`src/rtl/ssd_scan_driver_pkg.sv`:
```
// Shared constants and helpers for the seven-segment scan driver.
package ssd_scan_driver_pkg;

    // Active-low segment patterns, bit order {a,b,c,d,e,f,g}
    localparam logic [6:0] SEG_0     = 7'h01;
    localparam logic [6:0] SEG_1     = 7'h4F;
    localparam logic [6:0] SEG_2     = 7'h12;
    localparam logic [6:0] SEG_3     = 7'h06;
    localparam logic [6:0] SEG_4     = 7'h4C;
    localparam logic [6:0] SEG_5     = 7'h24;
    localparam logic [6:0] SEG_6     = 7'h20;
    localparam logic [6:0] SEG_7     = 7'h0F;
    localparam logic [6:0] SEG_8     = 7'h00;
    localparam logic [6:0] SEG_9     = 7'h04;
    localparam logic [6:0] SEG_BLANK = 7'h7F;
    localparam logic [6:0] SEG_DASH  = 7'b1111110;

    typedef enum logic [1:0] {
        B2B_IDLE,
        B2B_SHIFT,
        B2B_DONE
    } b2bState_t;

    // Ceiling log2; returns 0 for n<=1
    function automatic int clog2(input int n);
        int r;
        r = 0;
        for (int i = 0; i < 31; i++) begin
            if ((1 << i) < n) r = i + 1;
        end
        return r;
    endfunction

    function automatic logic [6:0] segDecode(input logic [3:0] d);
        logic [6:0] s;
        s = SEG_BLANK;
        case (d)
            4'd0: s = SEG_0;
            4'd1: s = SEG_1;
            4'd2: s = SEG_2;
            4'd3: s = SEG_3;
            4'd4: s = SEG_4;
            4'd5: s = SEG_5;
            4'd6: s = SEG_6;
            4'd7: s = SEG_7;
            4'd8: s = SEG_8;
            4'd9: s = SEG_9;
            default: s = SEG_BLANK;
        endcase
        return s;
    endfunction

endpackage

```
`src/rtl/ssd_bin2bcd.sv`:
```
// Sequential double-dabble converter: one add-3/shift iteration per clock.
// The bcd/ovf outputs only change on the final iteration, so a consumer
// never sees a half-converted value.
module ssd_bin2bcd
    import ssd_scan_driver_pkg::*;
#(
    parameter int DIGITS  = 8,
    parameter int VALUE_W = 16
) (
    input  logic                  clk,
    input  logic                  reset_n,
    input  logic                  start,
    input  logic [VALUE_W-1:0]    value,
    output logic                  busy,
    output logic                  done,
    output logic [4*DIGITS-1:0]   bcd,
    output logic                  ovf
);

    localparam int BW = 4 * DIGITS;
    localparam int CW = (clog2(VALUE_W) > 0) ? clog2(VALUE_W) : 1;

    b2bState_t state, stateNext;

    logic [VALUE_W-1:0] binSh;
    logic [BW-1:0]      bcdSh, bcdAdj, bcdShifted;
    logic               ovfSh, ovfNext, lastIter;
    logic [CW-1:0]      iter;

    // Add 3 to every nibble >= 5, then shift in the next binary bit; a 1
    // leaving the top nibble means the value needs more digits than we have.
    always_comb begin
        bcdAdj = bcdSh;
        for (int n = 0; n < DIGITS; n++) begin
            if (bcdSh[4*n +: 4] >= 4'd5) bcdAdj[4*n +: 4] = bcdSh[4*n +: 4] + 4'd3;
        end
        bcdShifted = {bcdAdj[BW-2:0], binSh[VALUE_W-1]};
        ovfNext    = ovfSh | bcdAdj[BW-1];
        lastIter   = (iter == CW'(VALUE_W - 1));
    end

    // State register
    always_ff @(posedge clk or negedge reset_n) begin
        if (!reset_n) state <= B2B_IDLE;
        else          state <= stateNext;
    end

    // Sequencer: IDLE -> SHIFT x VALUE_W -> DONE -> IDLE (DONE also accepts)
    always_comb begin
        stateNext = state;
        busy      = 1'b0;
        done      = 1'b0;
        case (state)
            B2B_IDLE:  if (start) stateNext = B2B_SHIFT;
            B2B_SHIFT: begin
                busy = 1'b1;
                if (lastIter) stateNext = B2B_DONE;
            end
            B2B_DONE: begin
                done      = 1'b1;
                stateNext = start ? B2B_SHIFT : B2B_IDLE;
            end
            default:   stateNext = B2B_IDLE;
        endcase
    end

    // Working shift registers plus the atomically-updated result registers
    always_ff @(posedge clk or negedge reset_n) begin
        if (!reset_n) begin
            binSh <= '0;
            bcdSh <= '0;
            ovfSh <= 1'b0;
            iter  <= '0;
            bcd   <= '0;
            ovf   <= 1'b0;
        end else begin
            case (state)
                B2B_SHIFT: begin
                    binSh <= binSh << 1;
                    bcdSh <= bcdShifted;
                    ovfSh <= ovfNext;
                    iter  <= iter + 1'b1;
                    if (lastIter) begin
                        bcd <= bcdShifted;
                        ovf <= ovfNext;
                    end
                end
                default: begin
                    if (start) begin
                        binSh <= value;
                        bcdSh <= '0;
                        ovfSh <= 1'b0;
                        iter  <= '0;
                    end
                end
            endcase
        end
    end

endmodule

```
`src/rtl/ssd_scan_driver.sv`:
```
// N-digit seven-segment scan driver: binary value -> BCD -> multiplexed
// active-low anodes/segments with leading-zero blanking and overflow dashes.
module ssd_scan_driver
    import ssd_scan_driver_pkg::*;
#(
    parameter int DIGITS      = 8,
    parameter int VALUE_W     = 16,
    parameter int REFRESH_DIV = 100000
) (
    input  logic               clk,
    input  logic               reset_n,
    input  logic [VALUE_W-1:0] value,
    input  logic               load,
    output logic               ready,
    input  logic               blank_lz,
    input  logic [DIGITS-1:0]  dp_in,
    output logic [DIGITS-1:0]  anode,
    output logic [6:0]         seg,
    output logic               dp
);

    localparam int PW = (clog2(REFRESH_DIV) > 0) ? clog2(REFRESH_DIV) : 1;
    localparam int IW = (clog2(DIGITS) > 0) ? clog2(DIGITS) : 1;

    logic                busy, done, ovf;
    logic [4*DIGITS-1:0] bcd;
    logic [PW-1:0]       presc;
    logic [IW-1:0]       idx;
    logic                tick;
    logic [DIGITS-1:0]   blankMask;
    logic                zeroRun;
    logic [3:0]          curNib;
    logic                curBlank, curDp;
    logic [6:0]          segNext;
    logic [DIGITS-1:0]   anodeNext;

    ssd_bin2bcd #(.DIGITS(DIGITS), .VALUE_W(VALUE_W)) uConv (
        .clk     (clk),
        .reset_n (reset_n),
        .start   (load && ready),
        .value   (value),
        .busy    (busy),
        .done    (done),
        .bcd     (bcd),
        .ovf     (ovf)
    );

    // Loads are accepted whenever the converter is idle or just finishing
    assign ready = !busy || done;
    assign tick  = (presc == PW'(REFRESH_DIV - 1));

    // Digit-slot prescaler and scan index
    always_ff @(posedge clk or negedge reset_n) begin
        if (!reset_n) begin
            presc <= '0;
            idx   <= '0;
        end else begin
            presc <= tick ? '0 : presc + 1'b1;
            if (tick) begin
                if (DIGITS == 1 || idx == IW'(DIGITS - 1)) idx <= '0;
                else                                       idx <= idx + 1'b1;
            end
        end
    end

    // Leading-zero mask (digit 0 never blanked) and current-digit select
    always_comb begin
        blankMask = '0;
        zeroRun   = 1'b1;
        for (int i = DIGITS - 1; i >= 0; i--) begin
            zeroRun      = zeroRun && (bcd[4*i +: 4] == 4'd0);
            blankMask[i] = blank_lz && zeroRun && (i != 0);
        end
        curNib   = bcd[3:0];
        curBlank = blankMask[0];
        curDp    = dp_in[0];
        for (int i = 0; i < DIGITS; i++) begin
            if (idx == IW'(i)) begin
                curNib   = bcd[4*i +: 4];
                curBlank = blankMask[i];
                curDp    = dp_in[i];
            end
        end
        if (ovf)           segNext = SEG_DASH;
        else if (curBlank) segNext = SEG_BLANK;
        else               segNext = segDecode(curNib);
        anodeNext = ~(DIGITS'(1) << idx);
    end

    // Output registers: anode, segments and dp switch on the same edge
    always_ff @(posedge clk or negedge reset_n) begin
        if (!reset_n) begin
            anode <= '1;
            seg   <= SEG_BLANK;
            dp    <= 1'b1;
        end else begin
            anode <= anodeNext;
            seg   <= segNext;
            dp    <= ~curDp;
        end
    end

endmodule
```
`config.mk`:
```
export PLATFORM = sky130hd
export DESIGN_NAME = ssd_scan_driver
export DESIGN_NICKNAME = d
export VERILOG_FILES = /design/src/rtl/ssd_scan_driver_pkg.sv /design/src/rtl/ssd_bin2bcd.sv /design/src/rtl/ssd_scan_driver.sv
export SDC_FILE = /design/constraint.sdc
export NUM_CORES = 1
export LEC_CHECK = 0
export CAP_MARGIN = 20
export CORE_MARGIN = 2
export CORE_UTILIZATION = 45
export CTS_CLUSTER_DIAMETER = 50
export CTS_CLUSTER_SIZE = 30
export DETAILED_ROUTE_END_ITERATION = 8
export GPL_ROUTABILITY_DRIVEN = 1
export GPL_TIMING_DRIVEN = 0
export PLACE_DENSITY = 0.76
export SYNTH_ARGS = -nofsm -noshare
export SYNTH_HDL_FRONTEND = slang
export SYNTH_SLANG_ARGS = --single-unit
```
`constraint.sdc`:
```
create_clock -name clk -period 6.65 [get_ports clk]
set_input_delay 1.33 -clock clk [delete_from_list [all_inputs] [get_ports clk]]
set_output_delay 1.33 -clock clk [all_outputs]
set_load 0.005 [all_outputs]
```
==> flow_metrics.env <==
export IMPL_status="finished, final reports clean"
export IMPL_fin_cells=913
export IMPL_portBuffers=43
export IMPL_cp_end_kind="output port"
export IMPL_fmax_ghz=0.2844
export IMPL_fp_dieH_um=123.2
export IMPL_post_cts_resize_count=0
export IMPL_die_area_um2=15170
export IMPL_grt_use_met2_pct=34.99
export IMPL_grt_max_degree=87
export IMPL_clock_sinks=124
export IMPL_dp_cells=881
export IMPL_synth_adder_area_share_pct=5.873
export IMPL_synth_top_area_share_pct=42.29
export IMPL_ys_flop_type="dfrtp_1"
export IMPL_clk_latency_ps=430
export IMPL_holdPathEnd="uConv.state[0]"
export IMPL_wl_mm=14.50
export IMPL_grt_pass1_wl_mm=24.46
export IMPL_maxCapViolCount=0
export IMPL_clock_path_buffers=2
export IMPL_cts_htree_levels=4
export IMPL_synth_cells=657
export IMPL_die_w_um=123.2
export IMPL_start_util_pct=46.04
export IMPL_busiest_layer="met2"
export IMPL_reg2reg_to="seg[3]"
export IMPL_rsz0062_at_grt="no"
export IMPL_final_cell_mix="dfrtp_1 (108), o21ai_0 (95), nand2_1 (72)"
export IMPL_track_usage_pct=20.82
export IMPL_rr_startpoint="idx[2]"
export IMPL_cts_setup_buffers=0
export IMPL_num_vias=5096
export IMPL_holdBufCountCts=0
export IMPL_syn_area_per_cell_um2=9.728
export IMPL_syn_to_final_growth_pct=20.79
export IMPL_ios=45
export IMPL_first_global_vias=5192
export IMPL_dp_hpwl_mm=10.39
export IMPL_firstDrtPassIters=7
export IMPL_drc=0
export IMPL_drive_above_1_share_pct=10.23
export IMPL_fin_crit_sh_pct=52.87
export IMPL_synthesis_nets=715
export IMPL_synth_xor_area_share_pct=3.152
export IMPL_yosys_register_bits=124
export IMPL_setup_viol=0
export IMPL_postRouteAntennaNets=0
export IMPL_power_leakage_nw=3.324
export IMPL_max_slew_margin_pct=49.11
export IMPL_wl_per_cell_um=15.89
export IMPL_initialDrtViolationCount=285
export IMPL_holdWs_ps=471.0
export IMPL_path_max_fanout=10
export IMPL_power_density_nw_per_um2=430.9
export IMPL_path_class="reg -> out"
export IMPL_synthTopCellsByArea="dfrtp_1 (42%), o21ai_0 (7.4%), dfstp_2 (6.6%)"
export IMPL_synth_area_um2=6391
export IMPL_cts_inserted_buffers=17
export IMPL_muxShareOfSynthArea_pct=4.111
export IMPL_postPlaceCellArea_um2=7076
export IMPL_ys_warn_count=0
export IMPL_gp_congestion=0.8707
export IMPL_met1_usage_pct=25.25
export IMPL_synthSimpleGateAreaFrac_pct=16.43
export IMPL_vias_per_cell=5.582
export IMPL_clk_pin_slew_ps=60
export IMPL_utilization_pct=55.62
export IMPL_finalNetCount=778
export IMPL_tightest_slew_ps=758.7
export IMPL_clock_skew_ps=18.63
export IMPL_ff2ff_setup_slack_ps=3300
export IMPL_rr_worst_depth=11
export IMPL_synth_compound_area_share_pct=17.11
export IMPL_min_path_type="reg -> reg"
export IMPL_synth_top_family_by_area="compound AO/OA/AOI/OAI gates"
export IMPL_cp_start_kind="flop"
export IMPL_num_rows=43
export IMPL_core_area_um2=13880
export IMPL_hp_start="uConv.state[0]"
export IMPL_synth_top_area_cell="dfrtp_1"
export IMPL_grt_antenna_before_repair=0
export IMPL_critPathArrivalTime_ps=2190
export IMPL_hold_viol=0
export IMPL_cts_root_buf="clkbuf_16"
export IMPL_slew_violations=0
export IMPL_final_common_cell="dfrtp_1"
export IMPL_min_period_ps=3516
export IMPL_ys_seq_area_share_pct=48.86
export IMPL_crit_start="uConv.state[0]"
export IMPL_grtUsageMet3_pct=5.212
export IMPL_n_antenna_cell=0
export IMPL_async_flop_share_pct=100.0
export IMPL_synth_distinct_cells=53
export IMPL_overflow=0
export IMPL_cp_required_ps=5320
export IMPL_final_cell_area_um2=7720
export IMPL_worst_ir_drop_vdd_mv=0.2022
export IMPL_holdPathStages=1
export IMPL_cts_tree="yes"
export IMPL_synth_edf_count=0
==> worst max path at each step <==
stage | endpoint | slack [ps] | depth (start not counted)
3_3_place_gp | uConv.binSh[5] | -360 | 1
2_1_floorplan | seg[6] | 3910 | 12
4_1_cts | ready | 3080 | 5
6_report | ready | 3130 | 5
3_5_place_dp | seg[3] | 3320 | 11
5_1_grt | ready | 3000 | 5
==> stage by stage <==
stage                     setup TNS (ps)  setup WS [ps]  power [mW]
after CTS                              0           3081       3.334
after global placement            -37560         -357.7       2.230
after global routing                   0           2998       3.553
after detailed placement               0           3325       2.323
final                                  0           3134       3.327
after floorplan                        0           3909       1.955
==> where the power goes <==
group	total, mW	switching (mW)	internal [mW]
clock	0.991	0.328	0.664
combinational	1.11	0.657	0.454
sequential	1.22	0.214	1.01
total	3.33	1.20	2.13
==> cell families after synthesis <==
family,count (synthesis)
compound gates,183
xor+xnor,23
flops,124
buf+inv,68
mux,25
fa+ha+maj,30
simple gates,204
==> layout make-up <==
| class | count | area (um2) |
|---|---|---|
| clock inverter | 11 | 163.9 |
| sequential | 124 | 3123 |
| buffer | 34 | 157.7 |
| fill | 1210 | 6161 |
| tap | 180 | 225.2 |
| multi-input combinational | 465 | 2983 |
| inverter | 34 | 127.6 |
| clock buffer | 21 | 480.5 |
| timing repair buffer | 44 | 459.2 |
==> cells in the mapped netlist (16+ instances only) <==
cell	count
nand2_1	72
a21oi_1	42
clkbuf_1	22
nor3b_1	21
ha_1	30
nand3_1	38
mux2i_1	18
dfrtp_1	108
inv_1	32
o21ai_0	95
nor2_1	24
dfstp_2	16
==> metal layers <==
layer  vias to the layer above  part of all wire (%)
met4                         0                   2.5
met1                      2474                    43
met2                       138                    50
li1                       2450                     -
met3                        34                   4.2
met5                         -                     0
==> worst max-delay path, cell delays in order (launching register included) <==
cell and delay [ps]:
dfrtp_1 360, nor2b_1 120, buf_2 190, inv_2 160, clkbuf_1 350, clkdlybuf4s50_1 580
==> state kept, by name (all words and copies together) (netlist names) <==
register	count
uConv.bcdSh	32
uConv.bcd	32
presc	17
uConv.binSh	16
anode	8
seg	7
uConv.iter	4
idx	3
uConv.state	2
dp	1
uConv.ovf	1
uConv.ovfSh	1
(Power assumes the default switching activity.)
